### src/rtl/mmio_uart_sink.sv
// MMIO store sink: TX byte FIFO drained by a UART transmitter, LED register, sticky overflow flag.
// Define MMIO_UART_PARITY_EN for an even-parity bit after the data bits (8E1); default is 8N1.
module mmio_uart_sink #(
    parameter int unsigned CLK_DIV    = 868,
    parameter int unsigned FIFO_DEPTH = 16,
    parameter logic [31:0] TX_ADDR    = 32'h0000_8000,
    parameter logic [31:0] LED_ADDR   = 32'h0000_8004,
    parameter logic [31:0] CLR_ADDR   = 32'h0000_8008
) (
    input  logic        clk,
    input  logic        rst,
    input  logic [31:0] m_addr,
    input  logic [31:0] m_data,
    input  logic        wea,
    input  logic        wr_tick,
    output logic        tx,
    output logic [7:0]  led,
    output logic        busy,
    output logic        overflow
);

    localparam int unsigned PTR_W  = $clog2(FIFO_DEPTH);
    localparam int unsigned CNT_W  = PTR_W + 1;
    localparam int unsigned BAUD_W = $clog2(CLK_DIV);

    typedef enum logic [2:0] {S_IDLE, S_START, S_DATA, S_PARITY, S_STOP} state_e;

    state_e              state_q, state_d;
    logic [BAUD_W-1:0]   baud_q, baud_d;
    logic [2:0]          bit_q, bit_d;
    logic [7:0]          shift_q, shift_d;
    logic                tx_q, tx_d;
    logic [7:0]          led_q, led_d;
    logic                ovf_q, ovf_d;
    logic [PTR_W-1:0]    wr_ptr_q, wr_ptr_d, rd_ptr_q, rd_ptr_d;
    logic [CNT_W-1:0]    cnt_q, cnt_d;
    logic [7:0]          mem [FIFO_DEPTH];
`ifdef MMIO_UART_PARITY_EN
    logic                par_q, par_d;
`endif

    logic accept, push_req, clr_req, led_req, full, push, pop, baud_end;
    logic unused_c;

    assign unused_c = ^m_data[31:8];
    assign accept   = wr_tick & wea;
    assign push_req = accept && (m_addr == TX_ADDR);
    assign led_req  = accept && (m_addr == LED_ADDR);
    assign clr_req  = accept && (m_addr == CLR_ADDR);
    assign full     = (cnt_q == CNT_W'(FIFO_DEPTH));
    // A pop in the same cycle frees the slot, so a full FIFO still takes the push
    assign push     = push_req && (!full || pop);
    assign baud_end = (baud_q == BAUD_W'(CLK_DIV - 1));

    // TX framing FSM: next state, shift register and registered tx value
    always_comb begin
        state_d = state_q;
        baud_d  = baud_q;
        bit_d   = bit_q;
        shift_d = shift_q;
        pop     = 1'b0;
`ifdef MMIO_UART_PARITY_EN
        par_d   = par_q;
`endif
        unique case (state_q)
            S_IDLE: begin
                if (cnt_q != '0) begin
                    pop     = 1'b1;
                    shift_d = mem[rd_ptr_q];
`ifdef MMIO_UART_PARITY_EN
                    par_d   = ^mem[rd_ptr_q];
`endif
                    baud_d  = '0;
                    state_d = S_START;
                end
            end
            S_START: begin
                if (baud_end) begin
                    baud_d  = '0;
                    bit_d   = '0;
                    state_d = S_DATA;
                end else begin
                    baud_d = baud_q + BAUD_W'(1);
                end
            end
            S_DATA: begin
                if (baud_end) begin
                    baud_d = '0;
                    if (bit_q == 3'd7) begin
`ifdef MMIO_UART_PARITY_EN
                        state_d = S_PARITY;
`else
                        state_d = S_STOP;
`endif
                    end else begin
                        bit_d   = bit_q + 3'd1;
                        shift_d = {1'b0, shift_q[7:1]};
                    end
                end else begin
                    baud_d = baud_q + BAUD_W'(1);
                end
            end
`ifdef MMIO_UART_PARITY_EN
            S_PARITY: begin
                if (baud_end) begin
                    baud_d  = '0;
                    state_d = S_STOP;
                end else begin
                    baud_d = baud_q + BAUD_W'(1);
                end
            end
`endif
            S_STOP: begin
                if (baud_end) begin
                    baud_d  = '0;
                    state_d = S_IDLE;
                end else begin
                    baud_d = baud_q + BAUD_W'(1);
                end
            end
            default: state_d = S_IDLE;
        endcase

        // tx follows the state being entered so the line changes on the transition edge
        tx_d = 1'b1;
        unique case (state_d)
            S_START:  tx_d = 1'b0;
            S_DATA:   tx_d = shift_d[0];
`ifdef MMIO_UART_PARITY_EN
            S_PARITY: tx_d = par_d;
`endif
            default:  tx_d = 1'b1;
        endcase
    end

    // FIFO pointers/count, LED and overflow next state
    always_comb begin
        wr_ptr_d = push ? wr_ptr_q + PTR_W'(1) : wr_ptr_q;
        rd_ptr_d = pop  ? rd_ptr_q + PTR_W'(1) : rd_ptr_q;
        unique case ({push, pop})
            2'b10:   cnt_d = cnt_q + CNT_W'(1);
            2'b01:   cnt_d = cnt_q - CNT_W'(1);
            default: cnt_d = cnt_q;
        endcase
        led_d = led_req ? m_data[7:0] : led_q;
        ovf_d = ovf_q;
        if (push_req && !push) begin
            ovf_d = 1'b1;
        end else if (clr_req) begin
            ovf_d = 1'b0;
        end
    end

    always_ff @(posedge clk or posedge rst) begin
        if (rst) begin
            state_q  <= S_IDLE;
            baud_q   <= '0;
            bit_q    <= '0;
            shift_q  <= '0;
            tx_q     <= 1'b1;
            led_q    <= '0;
            ovf_q    <= 1'b0;
            wr_ptr_q <= '0;
            rd_ptr_q <= '0;
            cnt_q    <= '0;
`ifdef MMIO_UART_PARITY_EN
            par_q    <= 1'b0;
`endif
        end else begin
            state_q  <= state_d;
            baud_q   <= baud_d;
            bit_q    <= bit_d;
            shift_q  <= shift_d;
            tx_q     <= tx_d;
            led_q    <= led_d;
            ovf_q    <= ovf_d;
            wr_ptr_q <= wr_ptr_d;
            rd_ptr_q <= rd_ptr_d;
            cnt_q    <= cnt_d;
`ifdef MMIO_UART_PARITY_EN
            par_q    <= par_d;
`endif
        end
    end

    // FIFO storage carries no reset; stale contents are unreachable once pointers clear
    always_ff @(posedge clk) begin
        if (push) begin
            mem[wr_ptr_q] <= m_data[7:0];
        end
    end

    assign tx       = tx_q;
    assign led      = led_q;
    assign overflow = ovf_q;
    assign busy     = (state_q != S_IDLE) || (cnt_q != '0);

endmodule

### config.mk
export PLATFORM = sky130hd
export DESIGN_NAME = mmio_uart_sink
export DESIGN_NICKNAME = d
export VERILOG_FILES = /design/src/rtl/mmio_uart_sink.sv
export SDC_FILE = /design/constraint.sdc
export NUM_CORES = 1
export LEC_CHECK = 0
export ABC_AREA = 1
export BUFFER_PORTS_ARGS = -buffer_cell sky130_fd_sc_hd__buf_4
export CORE_MARGIN = 1
export CORE_UTILIZATION = 50
export CTS_CLUSTER_DIAMETER = 40
export CTS_CLUSTER_SIZE = 16
export DETAILED_ROUTE_END_ITERATION = 7
export PLACE_DENSITY_LB_ADDON = 0.05
export SYNTH_ARGS = -nofsm -noshare
export SYNTH_HDL_FRONTEND = slang
export SYNTH_SLANG_ARGS = --single-unit
### constraint.sdc
create_clock -name clk -period 3.2 [get_ports clk]
set_clock_uncertainty 0.15 [all_clocks]
set_input_delay 0.16 -clock clk [delete_from_list [all_inputs] [get_ports clk]]
set_output_delay 0.16 -clock clk [all_outputs]
set_load 0.03 [all_outputs]
== Word level (Yosys, flattened, before mapping) ==
Memories as Yosys holds them, arrays and structs flattened.
Cells that the tools add are included.

* Bits in registers: 47
* RAM bits: 128
* Input bits: 68
* Output and inout port bits: 11
* Word-level logic and storage cells: 82
* Memories kept: 1

{| class="wikitable"
|+ Memory list
! name !! depth !! bits a word !! rd ports !! clocked after memory_dff !! wr ports !! line !! text
|-
| mem || 16 || 8 || 1 || 0 || 1 || 37 || <nowiki>logic [7:0] mem [FIFO_DEPTH];</nowiki>
|}

* $add $sub $neg: 6
* Eq/ne operators: 17
* Mux-type cells: 25
* Bitwise gates (word level): 1
* Reductions and logical operators: 21

{| class="wikitable"
|+ Operator list
! kind !! number
|-
| $eq A32 B16 Y1 const B || 3
|-
| $mux W3 || 8
|-
| $mux W8 || 3
|-
| $mux W10 || 2
|-
| $pmux W10 S2 || 1
|-
| $pmux W8 S2 || 1
|-
| $pmux W3 S4 || 1
|-
| $add A10 B1 Y10 const B || 1
|-
| $eq A10 B10 Y1 const B || 1
|-
| $pmux W5 S2 || 1
|-
| $reduce_bool A2 Y1 || 5
|-
| $add A4 B1 Y4 const B || 2
|-
| $ne A2 B2 Y1 const B || 4
|-
| $reduce_and A4 Y1 || 2
|-
| $eq A3 B1 Y1 const B || 2
|-
| $eq A3 B2 Y1 const B || 2
|-
| $eq A3 B3 Y1 const B || 2
|-
| $mux W1 || 6
|-
| $pmux W3 S2 || 1
|-
| $add A5 B1 Y5 const B || 1
|-
| $eq A5 B5 Y1 const B || 1
|-
| $logic_and A1 B1 Y1 || 5
|-
| $reduce_bool A5 Y1 || 1
|-
| $sub A5 B1 Y5 const B || 1
|-
| other kinds (11) || 13
|}

== Depth between registers and ports, before layout ==
* Word-level depth: 8
* Gate-level depth with buffers: 17
* Gate-level depth less buffers: 17

== Least setup slack after synthesis ==
No wires, ideal clock.

* Path kind: register -> register
* Start: register cnt_q[0]
* End: register cnt_q[4]
* Library setup time: 0.116 ns
* Arrival: 2.084 ns
* Data required time: 2.934 ns
* Setup slack: 0.849 ns
* Cell stages (with the launch flop): 15
* Buffers on the path: 0
* Period minus slack after synthesis: 2.351 ns
* Cell sequence: dfrtp_1 nor2_1 nand4_2 nand2_2 inv_2 nand2_2 inv_1 ha_1 a21o_1 a31oi_1 inv_1 nand2_1 nand2_1 nand2_1 nand2_1

* Longest elaborated chain between the ends: 7
* Elaborated cells between the ends (all ways): 13
* Those cells by class: 2 x add/sub; 3 x eq/ne; 3 x mux; 5 x reduce/logical

{| class="wikitable"
|+ Ends and longest elaborated chain
! item !! line !! text
|-
| from (decl) || 36 || <nowiki>logic [CNT_W-1:0] cnt_q, cnt_d;</nowiki>
|-
| from (signal assigned) || 179 || <nowiki>cnt_q <= cnt_d;</nowiki>
|-
| $reduce_bool A5 Y1 || 67 || <nowiki>if (cnt_q != '0) begin</nowiki>
|-
| $mux W1 || 67 ||
|-
| $mux W1 || 65 || <nowiki>unique case (state_q)</nowiki>
|-
| $logic_or A1 B1 Y1 || 52 || <nowiki>assign push = push_req && (!full || pop);</nowiki>
|-
| $logic_and A1 B1 Y1 || 52 ||
|-
| $eq A2 B1 Y1 or $eq A2 B2 Y1 (tied branches) || 140 || <nowiki>unique case ({push, pop})</nowiki>
|-
| $pmux W5 S2 or $reduce_bool A2 Y1 (tied branches) || n/a ||
|}

Several ways; a longest one is shown, not always the timed one.
A chain may end at the register's enable or synchronous reset.

== Final worst setup path ==
Ends and elaborated chain as after synthesis.

==> metrics.txt <==
outcome completed; DRC viols 0; Async SR Flop Fraction 26.86%; initial core utilization 51.72%; Worst Hold Path EP overflow; CP Class reg -> reg; diode count 0; Worst path slowest cell dfrtp_1; ys flop type edfxtp_1; Hold Path Cell Cnt 7; slowest cell delay on critical path 420 ps; sequential standard cell area 0.005022 mm2; vias post-DR 5672; vias in the first global route 5437; Crit Path Max Fanout 8; cts hold-fix bufs 12; RR Endpoint cnt_q[4]; count of different cell masters after synthesis 44; Worst VDD drop 436.7 uV; Syn Std Cell Area 0.007921 mm2; final slew viol count 0; CTS Buffer Depth 2; fill count 1268; GRT overflow 0; Sink Count 175; DR iter-0 viols 435; post-cts sizing count 0; Rows 45; Die X 127.9 um; largest net degree at the start of global routing 94; EDFF count, synth 128; register area share after synthesis 63.39%; initial antenna violation count 0; Static Leakage 3.789 nW; Worst path most repeated cell nand2_1; setup violators final 0; CP startpoint kind flip-flop; Internal 3.542 mW; largest area contributor in the netlist edfxtp_1; Sw Ratio 21.13%; R2R cell count 14; DR pass1 iterations 5; Tot GR Track Use 23.60%; nets@finish 924; Worst-Margin Slew 886.5 ps; H-tree depth 4; Final Critical Period 2700 ps; Clock Tree Root clkbuf_16; I/O Buffers 54; Synth Warn # 0; Synth Register Bits 175; Mapped Cells 767; Die Area 0.01635 mm2; CTS clk-pin slew, worst paths 60 ps; Worst Path Arrival 2870 ps; wire length per cell 16.60 um; pwr dens 482.9 mW/mm2; post-synth net total 847; highest clock rate 370.3 MHz; count leader, synth edfxtp_1; Cell Chain, Critical Path nor2_1, nand4_2, nand2_2, inv_2, nand2_2, inv_1, ha_1, a21o_1, a31oi_1, inv_1, nand2_1, nand2_1, nand2_1, nand2_1; Switch Pwr 0.9490 mW; Boundary Pins 79; RR Startpoint cnt_q[0]; core area 0.01531 mm2; HP Start m_addr[14]; CTS tree built; share of cells above drive strength 1 16.34%; Flop pwr share 54.3%; dpl hpwl 11530 um; Clk network pwr share 43.4%; final WL 17730 um; multi-input logic area 0.002477 mm2; area delta synth->final 17.41%; Crit. End Element flip-flop; WP data required 3370 ps; Max-slew headroom 40.90%; Fin Setup TNS 0 ps; ANT nets after route 0; combinational fraction of design power 2.4%; worst hold-check path type in -> reg; top cells by area, synth edfxtp_1 (49%), dfrtp_1 (15%), nand2_1 (5.1%); dpl cell area 0.008625 mm2; vias per cell 5.311; RSZ-0062 raised after global routing false; r2r setup slk 500 ps; Die Ht 127.9 um; fin area 0.009300 mm2; first-pass GRT wire length 28640 um; Post-CTS Setup Bufs 0; final count of hold timing violations 0; Overall Power 4.491 mW; share of the synthesized area in the top cell type 48.52%; list of most frequent post-synthesis cells edfxtp_1 (128), nand2_1 (108), nor2_1 (103); CTS Buf Count 17; final period utilization 84.38%; Placer Congestion 0.8642; total of max-cap violations 0; syn avg cell area 10.33 um2; clk_lat worst skew 430 ps
[logic make-up after synthesis]
family                     share of synthesized area, %
AOI/OAI and AO/OA                                 9.225
muxes                                            0.1264
xor gates and xnor gates                         0.9952
adders and majority gates                         1.990
and+or+nand+nor                                   18.94
DFF                                               63.39
buffers and inverters                             5.339
[power by group through the flow]
stage	Combinational (mW)	Sequential, mW	Clock, mW
global placement	0.0946	2.48	0
detailed placement	0.0980	2.48	0
finish	0.107	2.44	1.95
floorplan	0.0188	2.49	0
global route	0.118	2.43	2.08
CTS	0.109	2.44	1.99
[per-stage QoR]
step	std cells	hold slack, ps	util (%)	setup WS (ps)
after floorplan	767	108.9	-	849.4
after global placement	1024	163.4	56.32	546.5
after detailed placement	1024	171.1	56.32	492.7
after CTS	1068	20.04	60.73	478.2
after global routing	1068	99.60	60.73	215.8
final	1068	33.36	60.73	499.7
[cells in the final DEF, fill, tap and decap left out, drive strengths merged]
cell         instances
edfxtp             128
nand2              120
nor2               112
inv                 85
o21ai               79
nand3               74
buf                 73
dfrtp               46
a21oi               45
clkbuf              20
nand4               13
dlygate4sd3         12
ha                  11
xor2                 7
clkinv               6
nor3                 5
o211ai               4
or2                  2
xnor2                2
a22oi                2
o22ai                1
nor4                 1
o32ai                1
o2111ai              1
a21o                 1
a31oi                1
o21bai               1
mux2i                1
fa                   1
clkinvlp             1
dfstp                1
[metal layers]
layer  track usage, %  vias up  wire [um]
met5                0        -          0
met4            8.720        0        423
met3            4.591       34        942
met2            38.71      159       8726
met1            31.33     2699       7636
li1                 -     2780          -
[critical path: cells and delay by family, from the launching register on]
family	cells	cell delay [ps]
AND/OR/NAND/NOR	8	1030
AO/OA/AOI/OAI	2	390
flip-flops	1	420
adder cells (fa/ha/maj)	1	330
buffers and inverters	3	300
[registers in the layout (all words and copies together) (netlist names)]
| signal | flops |
|---|---|
| mem | 128 |
| baud_q | 10 |
| led | 8 |
| shift_q | 8 |
| cnt_q | 5 |
| rd_ptr_q | 4 |
| wr_ptr_q | 4 |
| bit_q | 3 |
| state_q | 3 |
| overflow | 1 |
| tx | 1 |
[how the worst max path moves through the flow]
stage          slack [ps]      from        to  cells past startpoint
6_report              500  cnt_q[0]  cnt_q[4]                     14
5_1_grt               220  cnt_q[0]  cnt_q[4]                     14
4_1_cts               480  cnt_q[0]  cnt_q[4]                     14
3_5_place_dp          490  cnt_q[0]  cnt_q[4]                     14
3_3_place_gp          550  cnt_q[0]  cnt_q[4]                     14
2_1_floorplan         850  cnt_q[0]  cnt_q[4]                     14
[area by class of cell]
class / instances / area share, %
clock inverters: 12 / 1.049
multi-input cells: 485 / 26.64
clock buffers: 20 / 4.924
repair buffers: 85 / 7.319
inverters: 80 / 3.229
flip-flops and latches: 175 / 54.00
well taps: 211 / 2.839
Power figures use the tool's default switching activity.
